[src/rtl/id_exe_stage_reg_pkg.sv]
// Shared encodings and bus layouts for the ID/EXE pipeline register.
// Latency: none (types and constants only).
// Backpressure: none (types and constants only).
package id_exe_stage_reg_pkg;

    // ALU commands produced by the control unit
    typedef enum logic [3:0] {
        EXE_NOP = 4'b0000,
        EXE_MOV = 4'b0001,
        EXE_ADD = 4'b0010,
        EXE_ADC = 4'b0011,
        EXE_SUB = 4'b0100,
        EXE_SBC = 4'b0101,
        EXE_AND = 4'b0110,
        EXE_ORR = 4'b0111,
        EXE_EOR = 4'b1000,
        EXE_MVN = 4'b1001
    } exe_cmd_e;

    // Instruction class field of the encoding
    typedef enum logic [1:0] {
        MODE_DP  = 2'b00,
        MODE_MEM = 2'b01,
        MODE_BR  = 2'b10
    } mode_e;

    // Bit positions inside the 4-bit NZCV status word
    localparam int NZCV_N = 3;
    localparam int NZCV_Z = 2;
    localparam int NZCV_C = 1;
    localparam int NZCV_V = 0;

    // Control bus carried across the stage boundary
    typedef struct packed {
        logic       valid;
        logic       wb_en;
        logic       mem_r_en;
        logic       mem_w_en;
        logic       b;
        logic       s;
        logic [3:0] exe_cmd;
    } ctrl_t;

    localparam int CTRL_W = $bits(ctrl_t);

    // Data bus bits that do not scale with DATA_W:
    // imm(1) + shift_operand(12) + signed_imm_24(24) + dest/src1/src2(12) + status(4)
    localparam int DATA_FIXED_W = 1 + 12 + 24 + 4 + 4 + 4 + 4;

endpackage

[src/rtl/id_exe_stage_reg_pipe_reg.sv]
// Generic WIDTH-bit pipeline register with hold enable and synchronous clear.
// Latency: 1 cycle from d_i to q_o.
// Backpressure: en_i=0 holds q_o unconditionally; clear only acts when enabled.
module pipe_reg #(
    parameter int WIDTH = 8
) (
    input  logic             clk,
    input  logic             rst_n,
    input  logic             en_i,
    input  logic             clr_i,
    input  logic [WIDTH-1:0] d_i,
    output logic [WIDTH-1:0] q_o
);

    logic [WIDTH-1:0] data_q;

    // Hold dominates; when advancing, clear dominates load
    always_ff @(posedge clk or negedge rst_n) begin
        if (!rst_n) begin
            data_q <= '0;
        end else if (en_i) begin
            if (clr_i) begin
                data_q <= '0;
            end else begin
                data_q <= d_i;
            end
        end
    end

    assign q_o = data_q;

endmodule

[src/rtl/id_exe_stage_reg.sv]
// ID->EXE pipeline register with freeze/flush and stall/squash performance counters.
// Latency: 1 cycle, every output is a flop output.
// Backpressure: freeze holds all fields (and beats flush); flush loads a NOP.
module id_exe_stage_reg
    import id_exe_stage_reg_pkg::*;
#(
    parameter int DATA_W = 32,
    parameter int CNT_W  = 16
) (
    input  logic              clk,
    input  logic              rst_n,
    input  logic              freeze,
    input  logic              flush,
    input  logic              clear_counters,

    input  logic              id_valid,
    input  logic              id_wb_en,
    input  logic              id_mem_r_en,
    input  logic              id_mem_w_en,
    input  logic              id_b,
    input  logic              id_s,
    input  logic [3:0]        id_exe_cmd,
    input  logic [DATA_W-1:0] id_pc,
    input  logic [DATA_W-1:0] id_val_rn,
    input  logic [DATA_W-1:0] id_val_rm,
    input  logic              id_imm,
    input  logic [11:0]       id_shift_operand,
    input  logic [23:0]       id_signed_imm_24,
    input  logic [3:0]        id_dest,
    input  logic [3:0]        id_src1,
    input  logic [3:0]        id_src2,
    input  logic [3:0]        id_status,

    output logic              exe_valid,
    output logic              exe_wb_en,
    output logic              exe_mem_r_en,
    output logic              exe_mem_w_en,
    output logic              exe_b,
    output logic              exe_s,
    output logic [3:0]        exe_exe_cmd,
    output logic [DATA_W-1:0] exe_pc,
    output logic [DATA_W-1:0] exe_val_rn,
    output logic [DATA_W-1:0] exe_val_rm,
    output logic              exe_imm,
    output logic [11:0]       exe_shift_operand,
    output logic [23:0]       exe_signed_imm_24,
    output logic [3:0]        exe_dest,
    output logic [3:0]        exe_src1,
    output logic [3:0]        exe_src2,
    output logic [3:0]        exe_status,

    output logic [CNT_W-1:0]  stall_count,
    output logic [CNT_W-1:0]  bubble_count
);

    localparam int DBUS_W = 3 * DATA_W + DATA_FIXED_W;
    localparam logic [CNT_W-1:0] CNT_ONE = {{(CNT_W-1){1'b0}}, 1'b1};
    localparam logic [CNT_W-1:0] CNT_MAX = {CNT_W{1'b1}};

    ctrl_t             ctrl_d;
    ctrl_t             ctrl_q;
    logic [DBUS_W-1:0] data_d;
    logic [DBUS_W-1:0] data_q;

    // A flush squashes the whole entry, so both buses share enable and clear
    logic              adv;

    logic [CNT_W-1:0]  stall_d;
    logic [CNT_W-1:0]  stall_q;
    logic [CNT_W-1:0]  bubble_d;
    logic [CNT_W-1:0]  bubble_q;

    assign adv = ~freeze;

    // Pack the control-unit outputs into the control bus
    always_comb begin
        ctrl_d          = '0;
        ctrl_d.valid    = id_valid;
        ctrl_d.wb_en    = id_wb_en;
        ctrl_d.mem_r_en = id_mem_r_en;
        ctrl_d.mem_w_en = id_mem_w_en;
        ctrl_d.b        = id_b;
        ctrl_d.s        = id_s;
        ctrl_d.exe_cmd  = id_exe_cmd;
    end

    assign data_d = {id_pc, id_val_rn, id_val_rm, id_imm, id_shift_operand,
                     id_signed_imm_24, id_dest, id_src1, id_src2, id_status};

    pipe_reg #(
        .WIDTH (CTRL_W)
    ) u_ctrl_reg (
        .clk   (clk),
        .rst_n (rst_n),
        .en_i  (adv),
        .clr_i (flush),
        .d_i   (ctrl_d),
        .q_o   (ctrl_q)
    );

    pipe_reg #(
        .WIDTH (DBUS_W)
    ) u_data_reg (
        .clk   (clk),
        .rst_n (rst_n),
        .en_i  (adv),
        .clr_i (flush),
        .d_i   (data_d),
        .q_o   (data_q)
    );

    assign exe_valid    = ctrl_q.valid;
    assign exe_wb_en    = ctrl_q.wb_en;
    assign exe_mem_r_en = ctrl_q.mem_r_en;
    assign exe_mem_w_en = ctrl_q.mem_w_en;
    assign exe_b        = ctrl_q.b;
    assign exe_s        = ctrl_q.s;
    assign exe_exe_cmd  = ctrl_q.exe_cmd;

    assign {exe_pc, exe_val_rn, exe_val_rm, exe_imm, exe_shift_operand,
            exe_signed_imm_24, exe_dest, exe_src1, exe_src2, exe_status} = data_q;

    // Stall counter next state: clear wins, otherwise saturating count of frozen cycles
    always_comb begin
        stall_d = stall_q;
        if (clear_counters) begin
            stall_d = '0;
        end else if (freeze && (stall_q != CNT_MAX)) begin
            stall_d = stall_q + CNT_ONE;
        end
    end

    // Squash counter next state: only a real instruction actually dropped by a flush counts
    always_comb begin
        bubble_d = bubble_q;
        if (clear_counters) begin
            bubble_d = '0;
        end else if (flush && !freeze && id_valid && (bubble_q != CNT_MAX)) begin
            bubble_d = bubble_q + CNT_ONE;
        end
    end

    // Counter state, reset asynchronously with the pipeline
    always_ff @(posedge clk or negedge rst_n) begin
        if (!rst_n) begin
            stall_q  <= '0;
            bubble_q <= '0;
        end else begin
            stall_q  <= stall_d;
            bubble_q <= bubble_d;
        end
    end

    assign stall_count  = stall_q;
    assign bubble_count = bubble_q;

endmodule

[config.mk]
export PLATFORM = sky130hd
export DESIGN_NAME = id_exe_stage_reg
export DESIGN_NICKNAME = d
export VERILOG_FILES = /design/src/rtl/id_exe_stage_reg_pkg.sv /design/src/rtl/id_exe_stage_reg_pipe_reg.sv /design/src/rtl/id_exe_stage_reg.sv
export SDC_FILE = /design/constraint.sdc
export NUM_CORES = 1
export LEC_CHECK = 0
export ABC_AREA = 1
export CORE_AREA = 5 5 136 138
export DETAILED_ROUTE_END_ITERATION = 10
export DIE_AREA = 0 0 141 143
export DONT_BUFFER_PORTS = 1
export SLEW_MARGIN = 5
export SYNTH_ARGS = -nofsm -noshare
export SYNTH_HDL_FRONTEND = slang
export SYNTH_HIERARCHICAL = 1
export SYNTH_SLANG_ARGS = --single-unit
[constraint.sdc]
create_clock -name clk -period 1.8 [get_ports clk]
set_input_delay 0.18 -clock clk [delete_from_list [all_inputs] [get_ports clk]]
set_output_delay 0.18 -clock clk [all_outputs]
set_load 0.01 [all_outputs]
Yosys cells after proc, flatten, opt, wreduce, memory -nomap -nowiden:

Index checks and enable logic that the tools add are counted.

* output and inout bits: 191
* register bits after elaboration: 191
* logic and storage cells: 21

* $add $sub $neg: 2
* muxes and demuxes: 6
* equal/unequal tests: 2
* reduce and logical (&&, ||, !) cells: 7

Operators with widths (count)
* two-way mux 149 bit: 1
* two-way mux 16 bit: 4
* adder 16 x 1 -> 16 bit, second input constant: 2
* inequality test 16 bit, second input constant: 2
* two-way mux 10 bit: 1
* logical AND 1 bit: 4
* nonzero test 2 bit: 2
* zero test 1 bit: 1

Logic depth before layout (Yosys ltp):

Gate-level depths: netlist of run 1.

* depth in word-level cells: 6
* mapped depth: 10
* depth with buffers taken out: 9

Hierarchy:

The synthesis of run 1 kept the hierarchy.

By module, submodules not included
* pipe_reg (u_data_reg): cells each 647, times used 1, area an instance 5929.4 µm², sequential area each 3728.6 µm²
* id_exe_stage_reg: cells each 302, times used 1, area an instance 2054.5 µm², sequential area each 800.8 µm²
* pipe_reg (u_ctrl_reg): cells each 43, times used 1, area an instance 399.1 µm², sequential area each 250.2 µm²

Worst setup path after synthesis of run 1:

No wires, ideal clock.

* kind: reg2reg
* start point: register stall_q[0], in the netlist stall_count[0]
* end point: register stall_q[3], in the netlist stall_count[3]
* clock period less this slack: 1.579 ns
* setup time: 0.117 ns
* arrival time: 1.462 ns
* stages on the path, launching flop included: 10
* data required time: 1.683 ns
* setup slack: 0.221 ns
* buffers on the path: 1
* path through: dfrtp_1 ha_1 nand2_1 nor2_2 nand2_2 nor2_4 nor2_4 buf_2 nand3b_1 nand2_1

* word-level cells in the longest chain between the ends: 3
* elaborated cells between the ends (all ways): 6
* classes of those cells: add/sub (1); eq/ne (1); mux (2); reduce/logical (2)

RTL lines
* start: declaration: RTL line id_exe_stage_reg.sv:69 `logic [CNT_W-1:0] stall_q;`
* start signal: assignment: RTL line id_exe_stage_reg.sv:149 `stall_q <= stall_d;`
* adder 16 x 1 -> 16 bit / inequality test 16 bit (equally long branches): RTL line id_exe_stage_reg.sv:129, id_exe_stage_reg.sv:128
* two-way mux 16 bit / logical AND 1 bit (equally long branches): RTL line id_exe_stage_reg.sv:128 `end else if (freeze && (stall_q != CNT_MAX)) begin`
* two-way mux 16 bit / nonzero test 2 bit (equally long branches)

Parallel ways exist; a longest one is shown, timed or not. The select of a mux whose other input is x is not followed.
A chain may end at the register's enable or synchronous reset.

Worst setup path in the final report of run 1:

* start point: register bubble_q[0], in the netlist bubble_count[0]
* end point: register bubble_q[2], in the netlist bubble_count[2]

* word-level cells in the longest chain between the ends: 3
* elaborated cells between the ends (all ways): 6
* classes of those cells: add/sub (1); eq/ne (1); mux (2); reduce/logical (2)

RTL lines
* start: declaration: RTL line id_exe_stage_reg.sv:71 `logic [CNT_W-1:0] bubble_q;`
* start signal: assignment: RTL line id_exe_stage_reg.sv:150 `bubble_q <= bubble_d;`
* adder 16 x 1 -> 16 bit / inequality test 16 bit (equally long branches): RTL line id_exe_stage_reg.sv:139, id_exe_stage_reg.sv:138
* two-way mux 16 bit / logical AND 1 bit (equally long branches): RTL line id_exe_stage_reg.sv:138 `end else if (flush && !freeze && id_valid && (bubble_q != CNT_MAX)) begin`
* two-way mux 16 bit / nonzero test 2 bit (equally long branches)

Parallel ways exist; a longest one is shown, timed or not. The select of a mux whose other input is x is not followed.

==> results of run 1 <==
-- flip-flops by register name, summed over array words and instances (netlist names) --
name            count
u_ctrl_reg/q_o     10
stall_count        16
bubble_count       16
u_data_reg/q_o    149
-- through the flow --
stage	hold slack (ps)	cells	utilization	setup slack [ps]
6_report	-549.8	1411	0.6433	187.2
5_1_grt	-578.4	1411	0.6433	19.56
4_1_cts	-569.8	1407	0.6419	6.568
3_5_place_dp	-111.4	1206	0.5092	10.33
3_3_place_gp	-110.9	1206	0.5092	44.91
2_1_floorplan	-115.6	992	-	221.5
-- power groups by stage --
stage | clock network (mW) | registers [mW] | logic (mW)
2_1_floorplan | 0 | 4.93 | 0.467
3_3_place_gp | 0 | 5.04 | 0.546
3_5_place_dp | 0 | 5.04 | 0.564
4_1_cts | 3.69 | 4.96 | 0.879
5_1_grt | 3.88 | 4.99 | 0.988
6_report | 3.61 | 4.95 | 0.896
-- layout by cell type (no fill, tap or decap), types with 3 or more instances in the layout --
master,instances
a21oi_1,6
nor2_2,3
nor2_1,39
nand2_2,3
nand2_1,429
inv_1,26
clkinv_4,3
diode_2,3
buf_12,4
nand4_1,17
buf_4,42
clkbuf_16,17
inv_8,4
inv_6,5
nand3_1,192
dfrtp_1,191
xor2_1,6
inv_4,3
dlygate4sd3_1,170
o21ai_0,3
nor2_4,6
nand3b_1,3
-- routing by layer --
| metal | global-route usage | vias to the layer above | routed length (um) |
|---|---|---|---|
| met5 | 0 | - | 7 |
| met4 | 0.1132 | 2 | 888 |
| met3 | 0.09042 | 68 | 2514 |
| met2 | 0.4330 | 351 | 13290 |
| met1 | 0.3057 | 3561 | 9942 |
| li1 | - | 3546 | - |
-- cell type report --
cell class | instances | share of cell area
tap | 225 | 0.02566
clock inverter | 13 | 0.01106
timing repair buffer | 216 | 0.1911
multi-input combinational | 714 | 0.2841
antenna | 3 | 0.0006842
clock buffer | 18 | 0.04003
inverter | 31 | 0.01175
sequential | 191 | 0.4356
-- kinds of logic after synthesis --
family	Yosys count	synth area share
compound gates	9	0.005373
xor+xnor	6	0.006269
fa+ha+maj	2	0.002985
buf+inv	88	0.06000
flops	191	0.5701
simple gates	696	0.3552
-- repair_timing --
item / CTS / global route
buffers inserted: 0 / 0
setup endpoints to repair: 0 / 12
endpoints found under the hold margin: 375 / 191
gates resized for setup: 0 / 2
-- path summary, 6_finish.rpt --
check	cells after the start	endpoint	slack [ps]	from
max in group asynchronous	0	u_data_reg/q_o[93]	2020	rst_n
max reg2reg	9	bubble_count[2]	190	bubble_count[0]
min in group clk	3	stall_count[8]	110	clear_counters
min reg2reg	2	u_data_reg/q_o[19]	550	u_data_reg/q_o[19]
min	0	stall_count[7]	-550	rst_n
max	9	bubble_count[2]	190	bubble_count[0]
-- worst max-delay path: cells and delay by family, from the launching register on --
kind,cells,cell delay (ps)
adders and majority gates,1,240
DFF,1,390
and+or+nand+nor,8,880
==> impl_results.md, run 1 <==
- Post-synth EDFFs: 0
- Endpoint type of the worst setup path: flip-flop
- CP cell instances: ha_1 > nand2_1 > nor2_2 > nand2_2 > nor2_2 > nor2_4 > nor2_4 > nand2_1 > nand2_1
- Most common cell in the netlist: nand2_1
- Cell mode on critical path: nand2_1
- FFs w/ async S/R, synth: 1.000
- Fmax: 0.6200 GHz
- Hold Slack: -549.8 ps
- Clk_lat worst skew: 430 ps
- # fillers: about 1.4k
- P_int: ~7 mW
- Final setup fails: 0
- DRT iter0 DRCs: 484
- Design area: approximately 11000 sq um
- Crit path kind: flip-flop to flip-flop
- CTS clk-pin slew, worst paths: ~70 ps
- Grt ovf: 0
- Relative slew margins: 0.4180
- Max IR drop VDD: about 0.65 mV
- FF/Latch Area: about 4800 sq um
- CP Launch Type: flip-flop
- Crit share post-route: 0.8960
- DRC Markers: 0
- Layout cells sized above 1: 0.08199
- DP Wirelength: approximately 17000 um
- Yosys warns: 6
- PD cells: roughly 860 nW/um^2
- Placed cell area: 8686 sq um
- First-pass GRT wire length: between 40000 and 50000 um
- Initial antenna violation count: 4
- Critical Path Max Stage Delay: a little under 400 ps
- Total CTS buffers: 17
- Outcome: complete, but fails checks
- Core Region: 17060 sq um
- Cell taking the most area after synthesis: dfrtp_1
- Global Route Usage Sum: 0.2594
- Failing checks: negative hold slack
- Pins Over Slew Limit: 0
- CTS Hold Bufs: between 150 and 200
- CP Data Required Time: between 2000 and 2500 ps
- Yosys reg bits: 191
- Post-Route Setup TNS: 0 ps
- Root Driver: clkbuf_16
- Dominant synthesized flop cell: dfrtp_1
- CTS HTree Levels: 4
- TritonRoute pass-1 iters: 7
- Overall Power: around 9.5 mW
- Yosys top cell area share: 0.5701
- Die area: approximately 20000 sq um
- RSZ-0062 raised after global routing: no
- Post-Syn Instances: just under 1k
- CTS Buffer Depth: 2
- Routed wire length: around 27000 um
- Min-Delay Path Class: input port to asynchronous set/reset pin
- Slowest CP cell: dfrtp_1
- Routability-driven placement congestion ratio: 0.9000
- Share of power burned in registers: 0.523
- Distinct cells, synth: 25
- Worst path arrival time: roughly 1900 ps
- ANT nets after route: 0
- Top Ports: roughly 360
- Commonest cells post-synth: nand2_1 (429), nand3_1 (192), dfrtp_1 (191), nor2_1 (39)
- Initial Util: 0.4915
- CTS tree: yes
- Rows: 48
- Final hold viol count: 191
- Sw Pwr: between 2 and 3 mW
- Synth top area cells: dfrtp_1 (57%), nand2_1 (19%), nand3_1 (11%)
- Slew of the pin with the lowest slew margin: 872.9 ps
- Clk pwr share: 0.382
- Register area share after synthesis: 0.5701
- Comb pwr share: 0.095
- Clock Sinks: between 150 and 200
- Die Ht: 143 um
- Drt via density: roughly 5.3
- WL/cell: between 15 and 20 um
- Syn Std Cell Area: roughly 8400 sq um
- Max cap viols: 0
- Mapped Nets: about 1.2k
- Largest net degree at the start of global routing: 192
- Vias: about 7.5k
- Largest fanout on the critical path: 14
- Fin nets: around 1.3k
- Layout area overhead: 30.88%
- Vias in the first global route: around 7.6k
- Die width: ~140 um
- Multi-input logic area: a little over 3000 sq um
- Syn avg cell area: 8.451 sq um
- Final Critical Period: 1613 ps
- Sw frac: 0.2745
- Clock Skews: ~14 ps
- Port bufs: 0
- Lkg Pwr: ~5.6 nW
No activity file was read; power rests on OpenSTA's default activity.
==> run 2, diff against run 1 <==
ABC_AREA = 0   (was 1)
CORE_AREA = 5 5 134 136   (was 5 5 136 138)
DIE_AREA = 0 0 139 141   (was 0 0 141 143)
PLACE_DENSITY = 0.81   (was unset)
clock period = 1.4 ns   (was 1.8 ns; I/O delays follow)
==> run 2 against run 1 <==
The flow now stops in clock tree synthesis. Area after synthesis increased by 4.6%. Synthesized cell count decreased by 10%.
==> impl_results.md, run 2 <==
- Outcome: aborted with a tool error (was complete, but fails checks)
- Exit stage: clock tree synthesis
- Run-stopping error: [ERROR RSZ-0060] Max buffer count reached.
- Routability-driven placement congestion ratio: 0.8238 (was 0.9000)
- Placed cell area: 9339 sq um (was 8686 sq um)
- CTS Buffer Depth: 2 (unchanged)
- Root Driver: clkbuf_16 (unchanged)
- Yosys reg bits: 191 (unchanged)
- CTS resizes: 41 (was 0)
- Die width: 139 um (was 141 um)
- CTS HTree Levels: 4 (unchanged)
- Syn avg cell area: 9.852 sq um (was 8.451 sq um)
- Place WS: -237.6 ps (was 10.33 ps)
- Mapped Nets: 1056 (was 1158)
- Die Ht: 141 um (was 143 um)
- Initial Util: 0.5214 (was 0.4915)
- Post-synth EDFFs: 0 (unchanged)
- Distinct cells, synth: 37 (was 25)
- FFs w/ async S/R, synth: 1.000 (unchanged)
- Cell taking the most area after synthesis: dfrtp_1 (unchanged)
- Synth top area cells: dfrtp_1 (55%), nand3b_1 (14%), o21ai_0 (7.5%) (was dfrtp_1 (57%), nand2_1 (19%), nand3_1 (11%))
- Yosys top cell area share: 0.5451 (was 0.5701)
- Most common cell in the netlist: dfrtp_1 (was nand2_1)
- CTS Hold Bufs: 238 (was 170)
- Port bufs: 0 (unchanged)
- Syn Std Cell Area: 8768 sq um (was 8383 sq um)
- Total CTS buffers: 17 (unchanged)
- Post-Syn Instances: 890 (was 992)
- Dominant synthesized flop cell: dfrtp_1 (unchanged)
- Clock Sinks: 191 (unchanged)
- Rows: 48 (unchanged)
- DP Wirelength: 16190 um (was 17130 um)
- Setup Fix Bufs, Post-CTS: 20 (was 0)
- Commonest cells post-synth: dfrtp_1 (191), inv_1 (162), nand3b_1 (160), o21ai_0 (132), o21ai_1 (39) (was nand2_1 (429), nand3_1 (192), dfrtp_1 (191), nor2_1 (39))
- Yosys warns: 6 (unchanged)
- Top Ports: 355 (unchanged)
- Register area share after synthesis: 0.5451 (was 0.5701)
-- run 2: kinds of logic after synthesis --
logic type | Yosys count | share of synthesized area
fa+ha+maj | 2 | 0.002853
flops | 191 | 0.5451
simple gates | 256 | 0.2075
buf+inv | 226 | 0.1156
compound gates | 212 | 0.1253
mux | 3 | 0.003710
-- run 2: through the flow --
step | TNS (ps) | hold WS [ps] | instances | util
floorplan | -3245 | -155.6 | 890 | -
global placement | -3263 | -151.8 | 1131 | 0.5554
detailed placement | -4858 | -151.6 | 1131 | 0.5554
==> run 3, diff against run 2 <==
CORE_AREA = unset   (was 5 5 134 136)
CORE_MARGIN = 5   (was unset)
CORE_UTILIZATION = 40   (was unset)
DIE_AREA = unset   (was 0 0 139 141)
PLACE_DENSITY = unset   (was 0.81)
PLACE_DENSITY_LB_ADDON = 0.15   (was unset)
clock period = 1.8 ns   (was 1.4 ns; I/O delays follow)
==> run 3 against run 2 <==
The flow now finishes, with violations (negative hold slack). Synthesized cell count is the same. Area after synthesis is the same.
==> impl_results.md, run 3 <==
- Outcome: complete, but fails checks (was aborted with a tool error)
- Failing checks: negative hold slack
- Sw Pwr: roughly 2.6 mW
- Commonest cells after routing, fill and taps aside: dlygate4sd3_1 (213), dfrtp_1 (191), inv_1 (162)
- Min-Delay Path Class: input port to asynchronous set/reset pin
- Initial Util: 0.4043 (was 0.5214)
- Critical Path Max Stage Delay: about 500 ps
- Post-Syn Instances: 890 (unchanged)
- Rows: 54 (was 48)
- Post-synthesis simple-gate area fraction: 0.2075 (unchanged)
- CTS tree: yes
- Post-synth EDFFs: 0 (unchanged)
- CTS Buffer Depth: 2 (unchanged)
- TritonRoute pass-1 iters: 5
- RSZ-0062 raised after global routing: no
- Diode count: 0
- Total CTS buffers: 17 (unchanged)
- Top Ports: 355 (unchanged)
- Vias in the first global route: about 7.2k
- FF-to-FF Start: stall_count[0]
- First-pass GRT wire length: between 30000 and 40000 um
- Cell taking the most area after synthesis: dfrtp_1 (unchanged)
- Die area: 24980 sq um
- CTS Hold Bufs: 216 (was 238)
- Comb pwr share: 0.099
- Yosys top cell area share: 0.5451 (unchanged)
- Relative slew margins: 0.4582
- Setup crit start: stall_count[0]
- P_int: about 7.0 mW
- Commonest cells post-synth: dfrtp_1 (191), inv_1 (162), nand3b_1 (160), o21ai_0 (132), o21ai_1 (39) (unchanged)
- Layout area overhead: 35.52%
- Distinct cells, synth: 37 (unchanged)
- Port bufs: 0 (unchanged)
- Max IR drop VDD: about 0.43 mV
- Final Critical Period: approximately 1700 ps
- Clk_lat worst skew: about 430 ps
- Syn Std Cell Area: 8768 sq um (unchanged)
- Share of power burned in registers: 0.517
- Clock Sinks: 191 (unchanged)
- Syn avg cell area: 9.852 sq um (unchanged)
- CP cell instances: ha_1 > nand3_1 > nor4_4 > buf_4 > or4_1 > a21oi_1
- Fin util: 0.5479
- Yosys reg bits: 191 (unchanged)
- Mapped Nets: 1056 (unchanged)
- Placed cell area: 9071 sq um (was 9339 sq um)
- Synth top area cells: dfrtp_1 (55%), nand3b_1 (14%), o21ai_0 (7.5%) (unchanged)
- Fin nets: about 1.3k
- Crit path kind: flip-flop to flip-flop
- Crit share post-route: 0.9576
- Global Route Usage Sum: 0.1973
- Adder-cell share of the synthesized area: 0.002854 (unchanged)
- Vias: roughly 7.3k
- Register area share after synthesis: 0.5451 (unchanged)
- Largest net degree at the start of global routing: a little under 200
- DRT iter0 DRCs: 580
- Drt via density: about 5.2
- CP Data Required Time: approximately 2200 ps
- Fmax: just under 0.6 GHz
- Final setup fails: 0
- Root Driver: clkbuf_16 (unchanged)
- Final hold viol count: 191
- Pins Over Slew Limit: 0
- CP Launch Type: flip-flop
- Hold Slack: -559.8 ps
- Max cap viols: 0
- Clock Skews: between 9 and 10 ps
- Grt ovf: 0
- Sw frac: 0.2742
- Dominant synthesized flop cell: dfrtp_1 (unchanged)
- Design area: 11880 sq um
- Most common cell in the netlist: dfrtp_1 (unchanged)
- Synth Area in Compound Gates: 0.1253 (unchanged)
- Max reg flops: roughly 150
- Die Ht: 158.1 um (was 141 um)
- Post-synthesis xor/xnor area fraction: 0 (unchanged)
- FFs w/ async S/R, synth: 1.000 (unchanged)
- DRC Markers: 0
- DP Wirelength: 15700 um (was 16190 um)
- ANT nets after route: 0
- Slew of the pin with the lowest slew margin: slightly above 800 ps
- WL/cell: 19.12 um
- Reg-to-reg endpoint: stall_count[9]
- Lkg Pwr: between 4 and 5 nW
- CTS clk-pin slew, worst paths: ~80 ps
- Slowest CP cell: or4_1
- Largest family of logic cells by synthesized area: simple AND/OR/NAND/NOR gates (unchanged)
- Endpoint type of the worst setup path: flip-flop
- PD cells: 807.1 nW/um^2
- Worst path arrival time: 2080 ps
- Mux cell area share after synthesis: 0.003710 (unchanged)
- Routed wire length: 26770 um
- Worst Reg2Reg Path Length in Cells: 6
- Routability-driven placement congestion ratio: 0.7841 (was 0.8238)
- Initial antenna violation count: 0
- Most common cell after layout, fill and taps aside: dlygate4sd3_1
- Core Region: roughly 22000 sq um
- Clk pwr share: 0.384
- Yosys warns: 6 (unchanged)
- Largest fanout on the critical path: 5
- Die width: 158.1 um (was 139 um)
- Post-Route Setup TNS: 0 ps
- Layout cells sized above 1: 0.07946
- CTS HTree Levels: 4 (unchanged)
- Reg2reg setup slack: 80 ps
- Overall Power: between 9 and 10 mW
[run 3: cell counts after synthesis]
No cell type changed its count.
[run 3: final cells by class]
cell class | instances | area [sq um]
Multi-Input combinational cell | 473 | 2993
Clock buffer | 19 | 442.9
Tap cell | 280 | 350.3
Fill cell | 1820 | 9806
Timing Repair Buffer | 261 | 2580
Inverter | 163 | 619.3
Clock inverter | 13 | 117.6
Sequential cell | 191 | 4780
[run 3: cell families after synthesis]
group | after synthesis
flops | 191
fa+ha+maj | 2
mux | 3
compound gates | 212
simple gates | 256
buf+inv | 226
[run 3: repair_timing]
action / 4_1_cts / 5_1_grt
endpoints found under the hold margin: 382 / 191
resized for setup: 0 / 6
setup endpoints to repair: 0 / 59
buffers inserted: 0 / 2
[run 3: layer usage]
| metal | GRT usage | wire length [um] | vias to the layer above |
|---|---|---|---|
| li1 | - | - | 3427 |
| met1 | 0.2422 | 10610 | 3474 |
| met2 | 0.3119 | 12450 | 333 |
| met3 | 0.07900 | 2815 | 61 |
| met4 | 0.07961 | 889 | 0 |
| met5 | 0 | 0 | - |
[run 3: critical path: cells and delay by family, from the launching register on]
kind / cells / cell delay, ps
buffers and inverters: 1 / 150
and+or+nand+nor: 3 / 730
DFF: 1 / 380
AOI/OAI and AO/OA: 1 / 140
adders and majority gates: 1 / 250
[run 3: worst max-delay path by stage]
| stage | end | slack, ps | cells past startpoint |
|---|---|---|---|
| 2_1_floorplan | bubble_count[14] | 90 | 6 |
| 3_3_place_gp | stall_count[12] | 130 | 5 |
| 3_5_place_dp | stall_count[2] | 100 | 5 |
| 4_1_cts | u_data_reg/q_o[148] | 10 | 6 |
| 5_1_grt | stall_count[12] | 5 | 5 |
| 6_report | stall_count[9] | 80 | 6 |
[run 3: power groups by stage]
stage / logic (mW) / clock network [mW] / registers [mW]
after floorplan: 0.478 / 0 / 4.95
after global placement: 0.466 / 0 / 5.05
after detailed placement: 0.485 / 0 / 5.04
after CTS: 0.907 / 3.80 / 4.96
after global routing: 1.04 / 3.97 / 5.00
final: 0.946 / 3.68 / 4.96
[run 3: metrics by stage]
step	hold WS [ps]	instances	setup slack, ps
after floorplan	-115.6	890	91.92
after global placement	-110.1	1149	129.1
after detailed placement	-110.6	1149	102.2
after CTS	-588.7	1397	10.93
after global routing	-595.1	1400	5.090
final	-559.8	1400	76.24
==> run 4, diff against run 3 <==
CELL_PAD_IN_SITES_DETAIL_PLACEMENT = 1   (was unset)
CELL_PAD_IN_SITES_GLOBAL_PLACEMENT = 1   (was unset)
PLACE_DENSITY = 0.73   (was unset)
PLACE_DENSITY_LB_ADDON = unset   (was 0.15)
SETUP_SLACK_MARGIN = 0.1   (was unset)
==> run 4 against run 3 <==
The run now fails in clock tree synthesis. Area after synthesis unchanged. Synthesized cell count unchanged.
==> impl_results.md, run 4 <==
- Most common cell in the netlist: dfrtp_1 (unchanged)
- CTS resizes: 6 (was 0)
- DP Cell Count: 1146 (was 1149)
- Yosys reg bits: 191 (unchanged)
- CTS Buffer Depth: 2 (unchanged)
- Top Ports: 355 (unchanged)
- Register area share after synthesis: 0.5451 (unchanged)
- Syn avg cell area: 9.852 sq um (unchanged)
- Exit stage: clock tree synthesis
- Outcome: aborted with a tool error (was complete, but fails checks)
- Total CTS buffers: 17 (unchanged)
- CTS HTree Levels: 4 (unchanged)
- Dominant synthesized flop cell: dfrtp_1 (unchanged)
- Rows: 54 (unchanged)
- Initial Util: 0.4043 (unchanged)
- Run-stopping error: [ERROR RSZ-0060] Max buffer count reached.
- Clock Sinks: 191 (unchanged)
- FFs w/ async S/R, synth: 1.000 (unchanged)
- Root Driver: clkbuf_16 (unchanged)
- Routability-driven placement congestion ratio: 0.8284 (was 0.7841)
- Die Ht: 158.1 um (unchanged)
- Synth top area cells: dfrtp_1 (55%), nand3b_1 (14%), o21ai_0 (7.5%) (unchanged)
- Syn Std Cell Area: 8768 sq um (unchanged)
- Place WS: 50.56 ps (was 102.2 ps)
- Placed cell area: 9051 sq um (was 9071 sq um)
- Yosys top cell area share: 0.5451 (unchanged)
- Mapped Nets: 1056 (unchanged)
- CTS Hold Bufs: 237 (was 216)
- Post-synth EDFFs: 0 (unchanged)
- Cell taking the most area after synthesis: dfrtp_1 (unchanged)
- Distinct cells, synth: 37 (unchanged)
- Setup Fix Bufs, Post-CTS: 1 (was 0)
- Yosys warns: 6 (unchanged)
- Commonest cells post-synth: dfrtp_1 (191), inv_1 (162), nand3b_1 (160), o21ai_0 (132), o21ai_1 (39) (unchanged)
- Die width: 158.1 um (unchanged)
- DP Wirelength: 17460 um (was 15700 um)
- Port bufs: 0 (unchanged)
- Post-Syn Instances: 890 (unchanged)
## run 4: cell counts after synthesis
No cell type changed its count.
## run 4: metrics by stage
| stage | hold WS (ps) | utilization |
|---|---|---|
| 2_1_floorplan | -115.6 | - |
| 3_3_place_gp | -110.8 | 0.4173 |
| 3_5_place_dp | -110.4 | 0.4173 |
## run 4: cells by family after synthesis
logic type,Yosys count,synth area share
and+or+nand+nor,256,0.2075
buffers and inverters,226,0.1156
AOI/OAI and AO/OA,212,0.1253
DFF,191,0.5451
muxes,3,0.003710
adders and majority gates,2,0.002853
